`src/rtl/mul_div_unit_pkg.sv`:
```
// Shared encodings for the EX-stage multi-cycle multiply/divide unit.
// The operation codes match the ALU control field used by the rest of the pipeline.
package mul_div_unit_pkg;

  localparam logic [3:0] ALU_MUL = 4'b0101;
  localparam logic [3:0] ALU_DIV = 4'b1011;

  localparam logic [1:0] ST_IDLE = 2'd0;
  localparam logic [1:0] ST_RUN  = 2'd1;
  localparam logic [1:0] ST_DONE = 2'd2;

  function automatic logic is_muldiv(input logic [3:0] ctl);
    return (ctl == ALU_MUL) || (ctl == ALU_DIV);
  endfunction

endpackage

```
`src/rtl/mul_div_unit_step.sv`:
```
// One iteration of the shared multiply/divide datapath: shift-add for MUL,
// trial subtract with restore for DIV, on a {upper, lower} double-width accumulator.
module mul_div_step #(
  parameter int WIDTH = 32
) (
  input  logic                 op_div,
  input  logic [2*WIDTH-1:0]   acc,
  input  logic [WIDTH-1:0]     opnd,
  output logic [2*WIDTH-1:0]   acc_next
);

  logic [WIDTH:0]   sum;
  logic [WIDTH:0]   part;
  logic [WIDTH+1:0] diff;
  logic             unused_ok;

  // MUL: lower half holds the remaining multiplier bits, upper half the running sum.
  // DIV: upper half is the partial remainder, lower half shifts dividend out / quotient in.
  always_comb begin
    sum      = {1'b0, acc[2*WIDTH-1:WIDTH]} + {1'b0, (acc[0] ? opnd : {WIDTH{1'b0}})};
    part     = {acc[2*WIDTH-1:WIDTH], acc[WIDTH-1]};
    diff     = {1'b0, part} - {2'b00, opnd};
    acc_next = {sum, acc[WIDTH-1:1]};
    if (op_div) begin
      if (!diff[WIDTH+1])
        acc_next = {diff[WIDTH-1:0], acc[WIDTH-2:0], 1'b1};
      else
        acc_next = {part[WIDTH-1:0], acc[WIDTH-2:0], 1'b0};
    end
  end

  // A successful trial subtract always leaves a remainder below the divisor.
  assign unused_ok = diff[WIDTH];

endmodule

```
`src/rtl/mul_div_unit.sv`:
```
// Multi-cycle MUL/DIV unit: FSM, iteration counter, sign handling and the
// registered HI/LO result pair. One result bit is resolved per clock.
module mul_div_unit #(
  parameter int WIDTH     = 32,
  parameter bit SIGNED_EN = 1'b1
) (
  input  logic             Clk,
  input  logic             Reset,
  input  logic             Start,
  input  logic [3:0]       ALU_Control,
  input  logic             IsSigned,
  input  logic [WIDTH-1:0] A,
  input  logic [WIDTH-1:0] B,
  input  logic             Flush,
  output logic             Busy,
  output logic             Done,
  output logic [WIDTH-1:0] Hi,
  output logic [WIDTH-1:0] Lo,
  output logic             DivByZero
);

  import mul_div_unit_pkg::*;

  localparam int CNT_W = $clog2(WIDTH);

  logic [1:0]         state;
  logic [CNT_W-1:0]   cnt;
  logic               op_div;
  logic               neg_res;
  logic               sign_a;
  logic               b_zero;
  logic [2*WIDTH-1:0] acc;
  logic [WIDTH-1:0]   opnd;
  logic [2*WIDTH-1:0] acc_nxt;

  logic               sgn_mode;
  logic               sa;
  logic               sb;
  logic               is_div;
  logic               accept;
  logic               finish;
  logic [WIDTH-1:0]   mag_a;
  logic [WIDTH-1:0]   mag_b;
  logic [2*WIDTH-1:0] prod;
  logic [WIDTH-1:0]   res_hi;
  logic [WIDTH-1:0]   res_lo;

  function automatic logic [WIDTH-1:0] neg_if(input logic n, input logic [WIDTH-1:0] v);
    return n ? -v : v;
  endfunction

  function automatic logic [2*WIDTH-1:0] neg_if_2w(input logic n, input logic [2*WIDTH-1:0] v);
    return n ? -v : v;
  endfunction

  assign sgn_mode = SIGNED_EN && IsSigned;
  assign sa       = sgn_mode && A[WIDTH-1];
  assign sb       = sgn_mode && B[WIDTH-1];
  assign mag_a    = neg_if(sa, A);
  assign mag_b    = neg_if(sb, B);
  assign is_div   = (ALU_Control == ALU_DIV);

  assign accept = Start && !Flush && is_muldiv(ALU_Control) &&
                  ((state == ST_IDLE) || (state == ST_DONE));
  assign finish = (state == ST_RUN) && !Flush && (cnt == '0);

  assign Busy = (state == ST_RUN);
  assign Done = (state == ST_DONE);

  mul_div_step #(.WIDTH(WIDTH)) u_step (
    .op_div   (op_div),
    .acc      (acc),
    .opnd     (opnd),
    .acc_next (acc_nxt)
  );

  always_ff @(posedge Clk or posedge Reset) begin
    if (Reset) begin
      state   <= ST_IDLE;
      cnt     <= '0;
      op_div  <= 1'b0;
      neg_res <= 1'b0;
      sign_a  <= 1'b0;
      b_zero  <= 1'b0;
    end else begin
      case (state)
        ST_IDLE, ST_DONE: begin
          if (accept) begin
            state <= ST_RUN;
            cnt   <= CNT_W'(WIDTH-1);
          end else begin
            state <= ST_IDLE;
          end
        end
        ST_RUN: begin
          if (Flush)
            state <= ST_IDLE;
          else if (cnt == '0)
            state <= ST_DONE;
          else
            cnt <= cnt - 1'b1;
        end
        default: state <= ST_IDLE;
      endcase
      if (accept) begin
        op_div  <= is_div;
        neg_res <= sa ^ sb;
        sign_a  <= sa;
        b_zero  <= (B == '0);
      end
    end
  end

  // Operand registers carry data only; their contents are meaningless outside RUN.
  always_ff @(posedge Clk) begin
    if (accept) begin
      opnd <= is_div ? mag_b : mag_a;
      acc  <= {{WIDTH{1'b0}}, (is_div ? mag_a : mag_b)};
    end else if (state == ST_RUN) begin
      acc <= acc_nxt;
    end
  end

  // Signs are applied to the final iteration's output as it is captured.
  // A zero divisor leaves |A| as remainder, so re-signing it returns A itself.
  always_comb begin
    prod = neg_if_2w(neg_res, acc_nxt);
    if (op_div) begin
      res_lo = b_zero ? {WIDTH{1'b1}} : neg_if(neg_res, acc_nxt[WIDTH-1:0]);
      res_hi = neg_if(sign_a, acc_nxt[2*WIDTH-1:WIDTH]);
    end else begin
      res_lo = prod[WIDTH-1:0];
      res_hi = prod[2*WIDTH-1:WIDTH];
    end
  end

  always_ff @(posedge Clk or posedge Reset) begin
    if (Reset) begin
      Hi        <= '0;
      Lo        <= '0;
      DivByZero <= 1'b0;
    end else if (finish) begin
      Hi        <= res_hi;
      Lo        <= res_lo;
      DivByZero <= op_div && b_zero;
    end
  end

endmodule

```
`config.mk`:
```
export PLATFORM = sky130hd
export DESIGN_NAME = mul_div_unit
export DESIGN_NICKNAME = d
export VERILOG_FILES = /design/src/rtl/mul_div_unit_pkg.sv /design/src/rtl/mul_div_unit_step.sv /design/src/rtl/mul_div_unit.sv
export SDC_FILE = /design/constraint.sdc
export NUM_CORES = 1
export LEC_CHECK = 0
export CAP_MARGIN = 40
export CORE_UTILIZATION = 50
export DETAILED_ROUTE_END_ITERATION = 10
export GPL_TIMING_DRIVEN = 1
export PLACE_DENSITY = 0.7
export SETUP_SLACK_MARGIN = 0.15
export SYNTH_ARGS = -nofsm -noshare
export SYNTH_HDL_FRONTEND = slang
export SYNTH_SLANG_ARGS = --single-unit
```
`constraint.sdc`:
```
create_clock -name Clk -period 6.52 [get_ports Clk]
set_input_delay 1.304 -clock Clk [delete_from_list [all_inputs] [get_ports Clk]]
set_output_delay 1.304 -clock Clk [all_outputs]
set_load 0.02 [all_outputs]
```
-- Word-level counts from Yosys, hierarchy flattened
Index checks and enable logic that the tools add are counted.
- shift operators: 0
- order comparisons: 0
- reductions and logical operators: 18
- $add $sub $neg: 8
- bitwise operators: 1
- div/mod/pow operators: 0
- equality and inequality tests: 8
- multiplexer cells: 23
- multiply operators: 0
- operator list (cell ; number):
    32-bit two-way mux ; 12
    64-bit two-way mux ; 3
    32-bit negation ; 4
    64-bit negation ; 1
    33-bit by 32-bit subtractor with 34-bit output ; 1
    32-bit by 32-bit adder with 33-bit output ; 1
    32-bit logical NOT ; 1
    5-bit two-way mux ; 3
    5-bit case mux with 2 select lines ; 1
    1-bit logical AND ; 8
    2-bit != test, second input constant ; 3
    5-bit logical NOT ; 1
    5-bit by 1-bit subtractor with 5-bit output, second input constant ; 1
    4-bit by 3-bit == test with 1-bit output, second input constant ; 1
    4-bit == test, second input constant ; 1
    2-bit two-way mux ; 2
    2-bit case mux with 2 select lines ; 1
    4-bit AND reduction ; 1
    2-bit nonzero test ; 2
    3-bit by 2-bit != test with 1-bit output, second input constant ; 1
    2-bit by 1-bit == test with 1-bit output, second input constant ; 1
    2-bit == test, second input constant ; 1
    2-bit logical NOT ; 1
    1-bit logical OR ; 2
    4 further kinds ; 4
- ROM bits: 0
- register bits after elaboration: 172
- memory bits (writable): 0
- word-level logic and storage cells: 70
- memories: 0
- output and inout bits: 67
- bits in latches: 0
- input bits: 73

-- Longest topological paths before layout
Gate-level depths: netlist of the first run.
- word-level depth: 7
- depth in mapped cells: 25
- gate-level depth less buffers: 21

-- Modules after synthesis
A second synthesis of the first run with hierarchy kept.
- cell total of the unflattened synthesis: 1826
- area, all modules: 14905.5 µm²
- by module, submodules not included (module ; cells each ; sequential area each (µm²) ; area each (µm²) ; times used):
    mul_div_unit ; 1149 ; 4464.3 ; 10141.0 ; 1
    mul_div_step ; 677 ; 0.0 ; 4764.6 ; 1

-- Worst setup path after synthesis of the first run
Ideal clock, no wire load.
- kind: reg-to-reg
- from: register opnd[18]
- to: register Hi[28]
- path slack: 1.434 ns
- data required time: 6.437 ns
- arrival: 5.004 ns
- library setup time: 0.083 ns
- stages on the path, launching flop included: 26
- path buffers: 4
- cell sequence: edfxtp_1 inv_1 ha_1 buf_2 a21oi_2 o211ai_2 a2111oi_4 o21a_2 a21oi_2 buf_6 buf_8 buf_6 nand2_2 a21boi_2 ha_1 o21ai_0 or4b_2 or2_2 nor2b_1 and2_1 nor2_1 nor2_1 nor4b_1 a31oi_1 xor2_1 o21ai_0
- word-level cells in the longest chain between the ends: 6
- elaborated cells on any way between the ends: 10
- those cells by class: add/sub (4); mux (6)
- RTL lines (what ; RTL line ; text):
    start: declaration ; mul_div_unit.sv:33 ; logic [WIDTH-1:0] opnd;
    start signal: assignment ; mul_div_unit.sv:117 ; opnd <= is_div ? mag_b : mag_a;
    33-bit by 32-bit subtractor with 34-bit output or 32-bit two-way mux (tied branches) ; mul_div_unit_step.sv:22, mul_div_unit_step.sv:20 ;
    64-bit two-way mux or 32-bit by 32-bit adder with 33-bit output (tied branches) ; mul_div_unit_step.sv:25, mul_div_unit_step.sv:20 ;
    64-bit two-way mux (*) ; mul_div_unit_step.sv:24 ; if (op_div) begin
    64-bit negation or 32-bit negation (tied branches) ; mul_div_unit.sv:53, mul_div_unit.sv:49 ;
    64-bit two-way mux or 32-bit two-way mux (tied branches) ; mul_div_unit.sv:53, mul_div_unit.sv:49 ;
    32-bit two-way mux (*) ; mul_div_unit.sv:128 ; if (op_div) begin
    end signal: assignment ; mul_div_unit.sv:143 ; Hi <= res_hi;
    end: declaration ; mul_div_unit.sv:17 ; output logic [WIDTH-1:0] Hi,
Every way passes the cells marked *; elsewhere a longest branch is shown, timed or not.
A chain may end at the register's enable or synchronous reset.

-- Worst setup path after layout of the first run
- from: register opnd[20]
- to: register Hi[28]
The elaborated chain is that of the path after synthesis.

==> results.json, run 1 <==
{
  "first_global_vias": 14000,
  "nets": 2109,
  "worstSetupPathType": "flip-flop to flip-flop",
  "fin_util_pct": 58.6,
  "seqPwrFrac_pct": 23.7,
  "grt_usage_pct": 35.1,
  "hold_depth": 2,
  "insertion_delay_ns": 0.47,
  "ys_seq_area_share_pct": 29.5,
  "min_to": "Hi[13]$_DFFE_PP0P_",
  "r2r-end": "Hi[28]$_DFFE_PP0P_",
  "drtIter0Drc": 1433,
  "std_cell_rows": 63,
  "syn_nets": 2014,
  "finClkSkew_ns": 0.0148,
  "gr-total-overflow": 0,
  "cts_setup_buffers": 0,
  "drc": 0,
  "ctsHoldBuffers": 0,
  "clockRootBuffer": "clkbuf_16",
  "avgRoutedWirePerCell_um": 22.8,
  "fp.dieW_um": 176,
  "ir_drop_mv": 0.239,
  "fin_crit_sh_pct": 89.0,
  "synth_ff_type": "dfrtp_1",
  "avgSynthCellArea_um2": 8.09,
  "cts_resized": 0,
  "setup_viol": 0,
  "area_growth_pct": 15.1,
  "worst_slew_pin_slew_ns": 0.919,
  "cts_buffers": 17,
  "crit_fanout": 11,
  "power_density_mw_per_mm2": 371,
  "die_y_um": 176,
  "reg2reg_from": "opnd[20]$_DFFE_PP_",
  "synth_edf_count": 64,
  "power.internal_uw": 3240,
  "rsz0062_at_grt": "false",
  "pwr-share-clk_pct": 16.2,
  "outcome": "completed",
  "cap_violations": 0,
  "final_common_cell": "nand2_1",
  "io_pins": 140,
  "syn_area_mm2": 0.0151,
  "crit_path_start_kind": "flip-flop",
  "stdcell_area_mm2": 0.0174,
  "startpoint": "opnd[20]$_DFFE_PP_",
  "yosysUniqueCellTypes": 112,
  "hpwl_um": 42200,
  "fmax_ghz": 0.172,
  "start_util_pct": 50.9,
  "end_kind": "flip-flop",
  "diodes": 0,
  "power_switching_uw": 3230,
  "p_sw_share_pct": 49.9,
  "cts_tree": "done",
  "route.vias.total": 14900,
  "clk_path_buf_depth": 2,
  "cts_sinks": 172,
  "placed_area_mm2": 0.0168,
  "layout-drive-gt1-share_pct": 6.63,
  "synth-seq-cells": 172,
  "async_flop_share_pct": 44.2,
  "cp.required_ns": 6.89,
  "max_slew_margin_pct": 38.2,
  "gp_congestion": 1.05,
  "grt_start_max_net_pins": 61,
  "crit_arrival_ns": 6.17,
  "finalCriticalPeriod_ns": 5.80,
  "cts_max_level": 4,
  "nFillCells": 2761,
  "hold_violations": 0,
  "reg2reg_slack_ns": 0.72,
  "portBuffers": 139,
  "layout_setup_ws_ns": 0.718,
  "p_leak_uw": 0.00706,
  "combPwrFrac_pct": 60.1,
  "wl_um": 54000,
  "finalSetupTns_ns": 0,
  "drtAntennaViolNets": 0,
  "clkSlewWorstSetupHoldPaths_ns": 0.07,
  "drtPass1Iterations": 5,
  "die_area_mm2": 0.0310,
  "ff2ff_path_depth": 23,
  "preCtsSetupSlack_ns": 0.855,
  "holdCritPathClass": "flip-flop to flip-flop",
  "coreArea_mm2": 0.0297,
  "syn_inst": 1869,
  "grt_pass1_wl_um": 82400,
  "antenna_found_initial": 0,
  "worstHoldStart": "Hi[13]$_DFFE_PP0P_",
  "via_per_inst": 6.29,
  "layout_common_cells": "nand2_1 (225), a21oi_1 (175), nor2_1 (166), o21ai_0 (140), clkdlybuf4s50_1 (139)",
  "yosysWarnings": 0,
  "drv_slew": 0
}
## how the worst max path moves through the flow
stage | to | slack, ns
finish | Hi[28]$_DFFE_PP0P_ | 0.72
floorplan | Hi[28]$_DFFE_PP0P_ | 1.43
global route | Hi[28]$_DFFE_PP0P_ | 0.40
global placement | Hi[28]$_DFFE_PP0P_ | 1.01
CTS | Hi[28]$_DFFE_PP0P_ | 0.81
detailed placement | Hi[28]$_DFFE_PP0P_ | 0.86
## registers in the layout, summed over array words and instances (netlist names)
signal and flops:
Lo 32, b_zero 1, acc 64, Hi 32
op_div 1, cnt 5, neg_res 1, opnd 32
state 2, sign_a 1, DivByZero 1
## layout make-up
type / count / area [um2] / area share [%]
tap: 390 / 488 / 2.80
sequential: 172 / 4470 / 25.7
clock buffer: 19 / 443 / 2.54
multi-input combinational: 1540 / 10000 / 57.4
inverter: 68 / 256 / 1.47
timing repair buffer: 165 / 1610 / 9.23
clock inverter: 13 / 148 / 0.848
## logic make-up after synthesis
logic type | synth area share, %
compound gates | 23.4
xor+xnor | 8.98
fa+ha+maj | 6.06
buf+inv | 4.48
flops | 29.5
mux | 4.78
simple gates | 22.8
## power groups by stage
stage | sequential [uW] | combinational, uW | clock, uW
floorplan | 1500 | 2690 | 0
global placement | 1540 | 3790 | 0
detailed placement | 1550 | 3790 | 0
CTS | 1530 | 3810 | 1050
global route | 1560 | 4160 | 1090
finish | 1530 | 3890 | 1050
## cells in the mapped netlist, drive strengths merged, types with 28 or more instances
library cell / instances / share of area (%)
xnor2: 97 / 5.6
nor2: 168 / 4.2
mux2i: 62 / 4.2
inv: 67 / 1.7
o21ai: 144 / 4.8
clkbuf: 55 / 1.4
nand3: 49 / 1.8
and2: 44 / 1.8
ha: 70 / 5.8
dfrtp: 76 / 13
nor3: 64 / 2.2
edfxtp: 64 / 13
nand2: 227 / 5.7
xor2: 58 / 3.4
a21oi: 181 / 6.1
o211ai: 28 / 1.5
dfxtp: 32 / 4.2
buf: 34 / 1.4
## metal layers
layer,track usage [%],up-vias,wire [um]
met1,45.2,7132,22300
met3,4.69,92,3840
met2,58.4,689,25600
li1,-,6975,-
met5,0,-,0
met4,15.7,0,2220
## through the flow
step	cells	total power, uW	hold slack [ns]
final	2367	6470	0.477
after global routing	2367	6820	0.502
after CTS	2367	6390	0.485
after detailed placement	2335	5340	0.469
after global placement	2333	5330	0.461
after floorplan	1869	4190	0.469
## critical path: stages (launching register included)
cell	delay, ns
edfxtp_1	0.35
inv_1	0.05
ha_1	0.43
a21oi_1	0.38
o211ai_2	0.20
a2111oi_4	0.44
o21a_2	0.25
a21oi_2	0.08
nand2_2	0.14
a21boi_2	0.18
buf_4	0.16
ha_1	0.16
o21ai_0	0.16
or4b_2	0.73
or2_2	0.37
nor2b_1	0.12
buf_4	0.13
and2_1	0.22
nor2_1	0.15
nor2_1	0.12
nor4b_1	0.41
a31oi_1	0.16
xor2_1	0.17
o21ai_0	0.15
Note: power is estimated with default switching activity, not from simulation.
==> inputs of run 2 (changes only) <==
--- a/config.mk
+++ b/config.mk
@@ -6,10 +6,12 @@
 export NUM_CORES = 1
 export LEC_CHECK = 0
 export CAP_MARGIN = 40
+export CORE_MARGIN = 2
 export CORE_UTILIZATION = 50
 export DETAILED_ROUTE_END_ITERATION = 10
 export GPL_TIMING_DRIVEN = 1
 export PLACE_DENSITY = 0.7
+export REMOVE_ABC_BUFFERS = 1
 export SETUP_SLACK_MARGIN = 0.15
 export SYNTH_ARGS = -nofsm -noshare
 export SYNTH_HDL_FRONTEND = slang
==> results.json, run 2 (same netlist as run 1, synthesis figures left out) <==
{
  "portBuffers": 139,
  "fmax_ghz": 0.176,
  "holdCritPathClass": "flip-flop to flip-flop",
  "drc": 0,
  "clockRootBuffer": "clkbuf_16",
  "worst_slew_pin_slew_ns": 0.947,
  "ir_drop_mv": 0.201,
  "preCtsSetupSlack_ns": 1.02,
  "dp.cells": 2335,
  "ff2ff_path_depth": 21,
  "cts_tree": "done",
  "fin_crit_sh_pct": 87.2,
  "coreArea_mm2": 0.0297,
  "whs_ns": 0.480,
  "largest_register": "acc",
  "clk_path_buf_depth": 2,
  "power_uw": 6470,
  "r2r-end": "Hi[28]$_DFFE_PP0P_",
  "first_global_vias": 14100,
  "nFillCells": 2683,
  "layout_setup_ws_ns": 0.832,
  "cts_setup_buffers": 0,
  "cp_slowest_cell": "or4b_2",
  "cts_max_level": 4,
  "cap_violations": 0,
  "worstHoldStart": "Hi[11]$_DFFE_PP0P_",
  "drv_slew": 0,
  "fp.dieW_um": 178,
  "cp_cell_sequence": "inv_1 > ha_1 > a21oi_1 > o211ai_2 > a2111oi_4 > o21a_2 > a21oi_2 > nand2_2 > a21boi_2 > ha_1 > o21ai_0 > or4b_2 > or2_2 > nor2b_1 > and2_1 > nor2_1 > nor2_1 > nor4b_1 > a31oi_1 > xor2_1 > o21ai_0",
  "final-instance-count-excl-fill": 2366,
  "pwr-share-clk_pct": 16.5,
  "clkSlewWorstSetupHoldPaths_ns": 0.07,
  "crit_fanout": 11,
  "p_leak_uw": 0.00707,
  "diodes": 0,
  "met1_usage_pct": 44.9,
  "max_slew_margin_pct": 36.6,
  "grtUsageMet3_pct": 5.25,
  "end_kind": "flip-flop",
  "cts_resized": 0,
  "nets": 2109,
  "seqPwrFrac_pct": 23.4,
  "cts_sinks": 172,
  "min_to": "Hi[11]$_DFFE_PP0P_",
  "hold_depth": 2,
  "crit_buf_inv": 1,
  "layout_common_cells": "nand2_1 (225), a21oi_1 (175), nor2_1 (166), o21ai_0 (140), clkdlybuf4s50_1 (139)",
  "final_common_cell": "nand2_1",
  "hold_violations": 0,
  "grt_pass1_wl_um": 80400,
  "finalCriticalPeriod_ns": 5.69,
  "grt_start_max_net_pins": 58,
  "outcome": "completed",
  "power.internal_uw": 3280,
  "insertion_delay_ns": 0.46,
  "power_switching_uw": 3190,
  "crit_cells": 21,
  "finClkSkew_ns": 0.0169,
  "drtAntennaViolNets": 0,
  "route.vias.total": 15100,
  "reg2reg_from": "opnd[20]$_DFFE_PP_",
  "area_growth_pct": 15.0,
  "finalSetupTns_ns": 0,
  "reg2reg_slack_ns": 0.83,
  "grt_usage_pct": 33.1,
  "top_usage_layer": "met2",
  "wl_um": 52000,
  "power_density_mw_per_mm2": 372,
  "crit_path_start_kind": "flip-flop",
  "drtIter0Drc": 1746,
  "via_per_inst": 6.37,
  "max_stage_delay_ns": 0.75,
  "layout-drive-gt1-share_pct": 6.58,
  "crit_family": "simple AND/OR/NAND/NOR gates",
  "die_area_mm2": 0.0317,
  "std_cell_rows": 63,
  "hpwl_um": 40300,
  "start_util_pct": 50.9,
  "gp_congestion": 1.02,
  "gr-total-overflow": 0,
  "crit_arrival_ns": 6.07,
  "largest_register_ffs": 64,
  "cp.required_ns": 6.90,
  "grtUsageMet2_pct": 51.7,
  "rsz0062_at_grt": "false",
  "ctsHoldBuffers": 0,
  "cts_buffers": 17,
  "antenna_found_initial": 0,
  "die_y_um": 178,
  "avgRoutedWirePerCell_um": 22.0,
  "worstSetupPathType": "flip-flop to flip-flop",
  "io_pins": 140,
  "p_sw_share_pct": 49.3,
  "drtPass1Iterations": 8,
  "setup_viol": 0,
  "combPwrFrac_pct": 60.1
}
[run 2: layout make-up]
type                            instances  area (um2)  area share, %
Clock inverter                         13         148          0.848
Inverter                               68         256           1.47
Multi-Input combinational cell       1540       10000           57.4
Tap cell                              390         488           2.80
Sequential cell                       172        4470           25.7
Timing Repair Buffer                  165        1590           9.16
Clock buffer                           18         450           2.59
[run 2: how the worst max path moves through the flow]
stage / from / to
3_5_place_dp: opnd[20]$_DFFE_PP_ / Hi[28]$_DFFE_PP0P_
6_report: opnd[20]$_DFFE_PP_ / Hi[28]$_DFFE_PP0P_
3_3_place_gp: opnd[20]$_DFFE_PP_ / Hi[28]$_DFFE_PP0P_
2_1_floorplan: ALU_Control[0] / acc[0]$_DFFE_PP_
4_1_cts: opnd[20]$_DFFE_PP_ / Hi[28]$_DFFE_PP0P_
5_1_grt: opnd[20]$_DFFE_PP_ / Hi[28]$_DFFE_PP0P_
[run 2: power groups by stage]
stage	combinational [uW]	sequential [uW]	clock [uW]
floorplan	2550	1550	0
global placement	3710	1520	0
detailed placement	3760	1530	0
CTS	3780	1510	1070
global route	4170	1540	1110
finish	3890	1510	1070
[run 2: through the flow]
stage,area (um2),util (%)
floorplan,14700,-
global placement,16800,56.5
detailed placement,16800,56.5
CTS,17400,58.6
global route,17400,58.6
finish,17400,58.6
[run 2: tightest hold or removal path, cell delays in order, from the launching register on]
cell and delay [ns]:
dfrtp_1 0.35, nand2_1 0.04, o21ai_0 0.06
[run 2: metal layers]
| layer | vias up | wire length [um] |
|---|---|---|
| li1 | 7002 | - |
| met1 | 7159 | 21900 |
| met2 | 792 | 23400 |
| met3 | 119 | 4370 |
| met4 | 0 | 2280 |
| met5 | - | 0 |
==> inputs of run 3 (changes only) <==
--- a/config.mk
+++ b/config.mk
@@ -5,12 +5,13 @@
 export SDC_FILE = /design/constraint.sdc
 export NUM_CORES = 1
 export LEC_CHECK = 0
+export ABC_AREA = 1
 export CAP_MARGIN = 40
 export CORE_MARGIN = 2
 export CORE_UTILIZATION = 50
 export DETAILED_ROUTE_END_ITERATION = 10
 export GPL_TIMING_DRIVEN = 1
-export PLACE_DENSITY = 0.7
+export PLACE_DENSITY = 0.69
 export REMOVE_ABC_BUFFERS = 1
 export SETUP_SLACK_MARGIN = 0.15
 export SYNTH_ARGS = -nofsm -noshare
==> results.json, run 3 <==
{
  "gr-total-overflow": 0,
  "cpMostUsedCell": "nand2_1",
  "final_common_cell": "nand2_1",
  "crit_arrival_ns": 5.34,
  "antenna_found_initial": 0,
  "diodes": 0,
  "fmax_ghz": 0.200,
  "layout_common_cells": "nand2_1 (828), inv_1 (424), nor2_1 (301), nand3_1 (216), o21ai_0 (151)",
  "nets": 3019,
  "syn_inst": 2768,
  "drc": 0,
  "synth-seq-cells": 172,
  "setup_viol": 0,
  "rsz0062_at_grt": "false",
  "power_density_mw_per_mm2": 366,
  "area_growth_pct": 14.4,
  "preCtsSetupSlack_ns": 1.67,
  "start_util_pct": 50.7,
  "fin_crit_sh_pct": 76.5,
  "grt_pass1_wl_um": 99400,
  "nFillCells": 3312,
  "end_kind": "flip-flop",
  "via_per_inst": 5.66,
  "worstSetupPathType": "flip-flop to flip-flop",
  "cts_tree": "done",
  "finClkSkew_ns": 0.0169,
  "drtPass1Iterations": 8,
  "yosysUniqueCellTypes": 56,
  "cts_buffers": 17,
  "yosys-top-cells-count": "nand2_1 (829), inv_1 (426), nor2_1 (303)",
  "hold_violations": 0,
  "placed_area_mm2": 0.0188,
  "cp_slowest_cell": "nor4_1",
  "yosysWarnings": 0,
  "startpoint": "opnd[24]$_DFFE_PP_",
  "die_area_mm2": 0.0354,
  "cts_sinks": 172,
  "layout-drive-gt1-share_pct": 6.03,
  "crit_fanout": 24,
  "yosysTopAreaCell": "nand2_1",
  "holdCritPathClass": "flip-flop to flip-flop",
  "max_slew_margin_pct": 32.7,
  "syn_area_mm2": 0.0170,
  "clk_path_buf_depth": 2,
  "max_stage_delay_ns": 0.48,
  "ys_seq_area_share_pct": 26.3,
  "gp_congestion": 1.06,
  "synth_ff_type": "dfrtp_1",
  "cap_violations": 0,
  "portBuffers": 139,
  "avgRoutedWirePerCell_um": 19.4,
  "post-synth-top-area-fraction_pct": 18.4,
  "grt_start_max_net_pins": 68,
  "first_global_vias": 17800,
  "crit_path_start_kind": "flip-flop",
  "coreArea_mm2": 0.0334,
  "ctsHoldBuffers": 0,
  "drtIter0Drc": 2000,
  "reg2reg_from": "opnd[24]$_DFFE_PP_",
  "die_y_um": 188,
  "grt_usage_pct": 36.7,
  "ir_drop_mv": 0.269,
  "io_pins": 140,
  "drv_slew": 0,
  "drtAntennaViolNets": 0,
  "wl_um": 64800,
  "hpwl_um": 52000,
  "cp.required_ns": 6.87,
  "stdcell_area_mm2": 0.0194,
  "std_cell_rows": 67,
  "layout_setup_ws_ns": 1.53,
  "cts_resized": 0,
  "finalCriticalPeriod_ns": 4.99,
  "synth_area_leaders": "nand2_1 (18%), edfxtp_1 (11%), dfrtp_1 (11%), inv_1 (9.4%), nor2_1 (6.7%)",
  "p_leak_uw": 0.00970,
  "largest_register_ffs": 64,
  "fp.dieW_um": 188,
  "synth_most_common_cell": "nand2_1",
  "outcome": "completed",
  "clockRootBuffer": "clkbuf_16",
  "avgSynthCellArea_um2": 6.12,
  "route.vias.total": 18900,
  "worst_slew_pin_slew_ns": 0.999,
  "cts_setup_buffers": 0,
  "insertion_delay_ns": 0.47,
  "async_flop_share_pct": 44.2,
  "clkSlewWorstSetupHoldPaths_ns": 0.07,
  "synth_edf_count": 64,
  "cts_max_level": 4,
  "worstHoldStart": "Hi[25]$_DFFE_PP0P_",
  "largest_register": "acc"
}
==> run 3: changes by cell type in the layout (fill, tap and decap cells not counted), sizes merged, moves of 31 or more <==
cell,previous run,this run
xnor2,97,25
nor2,168,329
nand3,49,229
o21ai,144,186
nand2,227,848
o22ai,8,39
a21oi,181,98
and2,44,1
inv,75,452
mux2i,62,2
==> run 3: kinds of logic after synthesis <==
kind of cell,after synthesis,share of synthesized area (%)
fa+ha+maj,72,5.40
mux,2,0.118
compound gates,375,12.4
simple gates,1536,39.1
buf+inv,527,12.3
xor+xnor,84,4.34
flops,172,26.3
==> run 3: metal layers <==
layer	wire [um]	global-route usage [%]	share of wire [%]
met1	25800	45.5	40
met3	4850	5.02	7.5
met2	29100	59.5	45
met5	0	0	0
met4	5120	24.5	7.9
==> run 3: critical path, delay by kind of cell (launching register included) <==
family | cells | cell delay [ns]
and+or+nand+nor | 20 | 3.04
adders and majority gates | 2 | 0.60
AOI/OAI and AO/OA | 2 | 0.47
DFF | 1 | 0.44
buffers and inverters | 4 | 0.29
==> run 3: final cells by class <==
type / count / area (um2) / share of cell area [%]
repair buffers: 164 / 1620 / 8.38
clock inverters: 14 / 176 / 0.910
clock buffers: 18 / 450 / 2.32
well taps: 448 / 561 / 2.89
inverters: 450 / 1690 / 8.72
flip-flops and latches: 172 / 4470 / 23.0
multi-input cells: 2069 / 10400 / 53.8
==> run 3: path summary, 6_finish.rpt <==
check	end	slack [ns]	depth (start not counted)
setup / recovery	Hi[26]$_DFFE_PP0P_	1.53	28
hold / removal	Hi[25]$_DFFE_PP0P_	0.48	2
setup reg to reg	Hi[26]$_DFFE_PP0P_	1.53	28
hold reg to reg	Hi[25]$_DFFE_PP0P_	0.48	2
max in group asynchronous	op_div$_DFFE_PP0P_	4.76	4
min in group asynchronous	Hi[30]$_DFFE_PP0P_	1.03	2
==> run 3: through the flow <==
stage	instances	hold slack (ns)	util, %	TNS, ns	power, uW
final	3335	0.484	58.0	0	7090
after global routing	3335	0.526	58.0	0	7570
after CTS	3334	0.490	58.0	0	6980
after detailed placement	3302	0.470	56.1	0	5860
after global placement	3297	0.464	55.8	0	5800
after floorplan	2691	0.450	-	-117.38	4410
==> run 3: power breakdown <==
| part | switching, uW | internal (uW) |
|---|---|---|
| Clock | 512 | 604 |
| Sequential | 207 | 1280 |
| Combinational | 3180 | 1310 |
| Total | 3900 | 3190 |
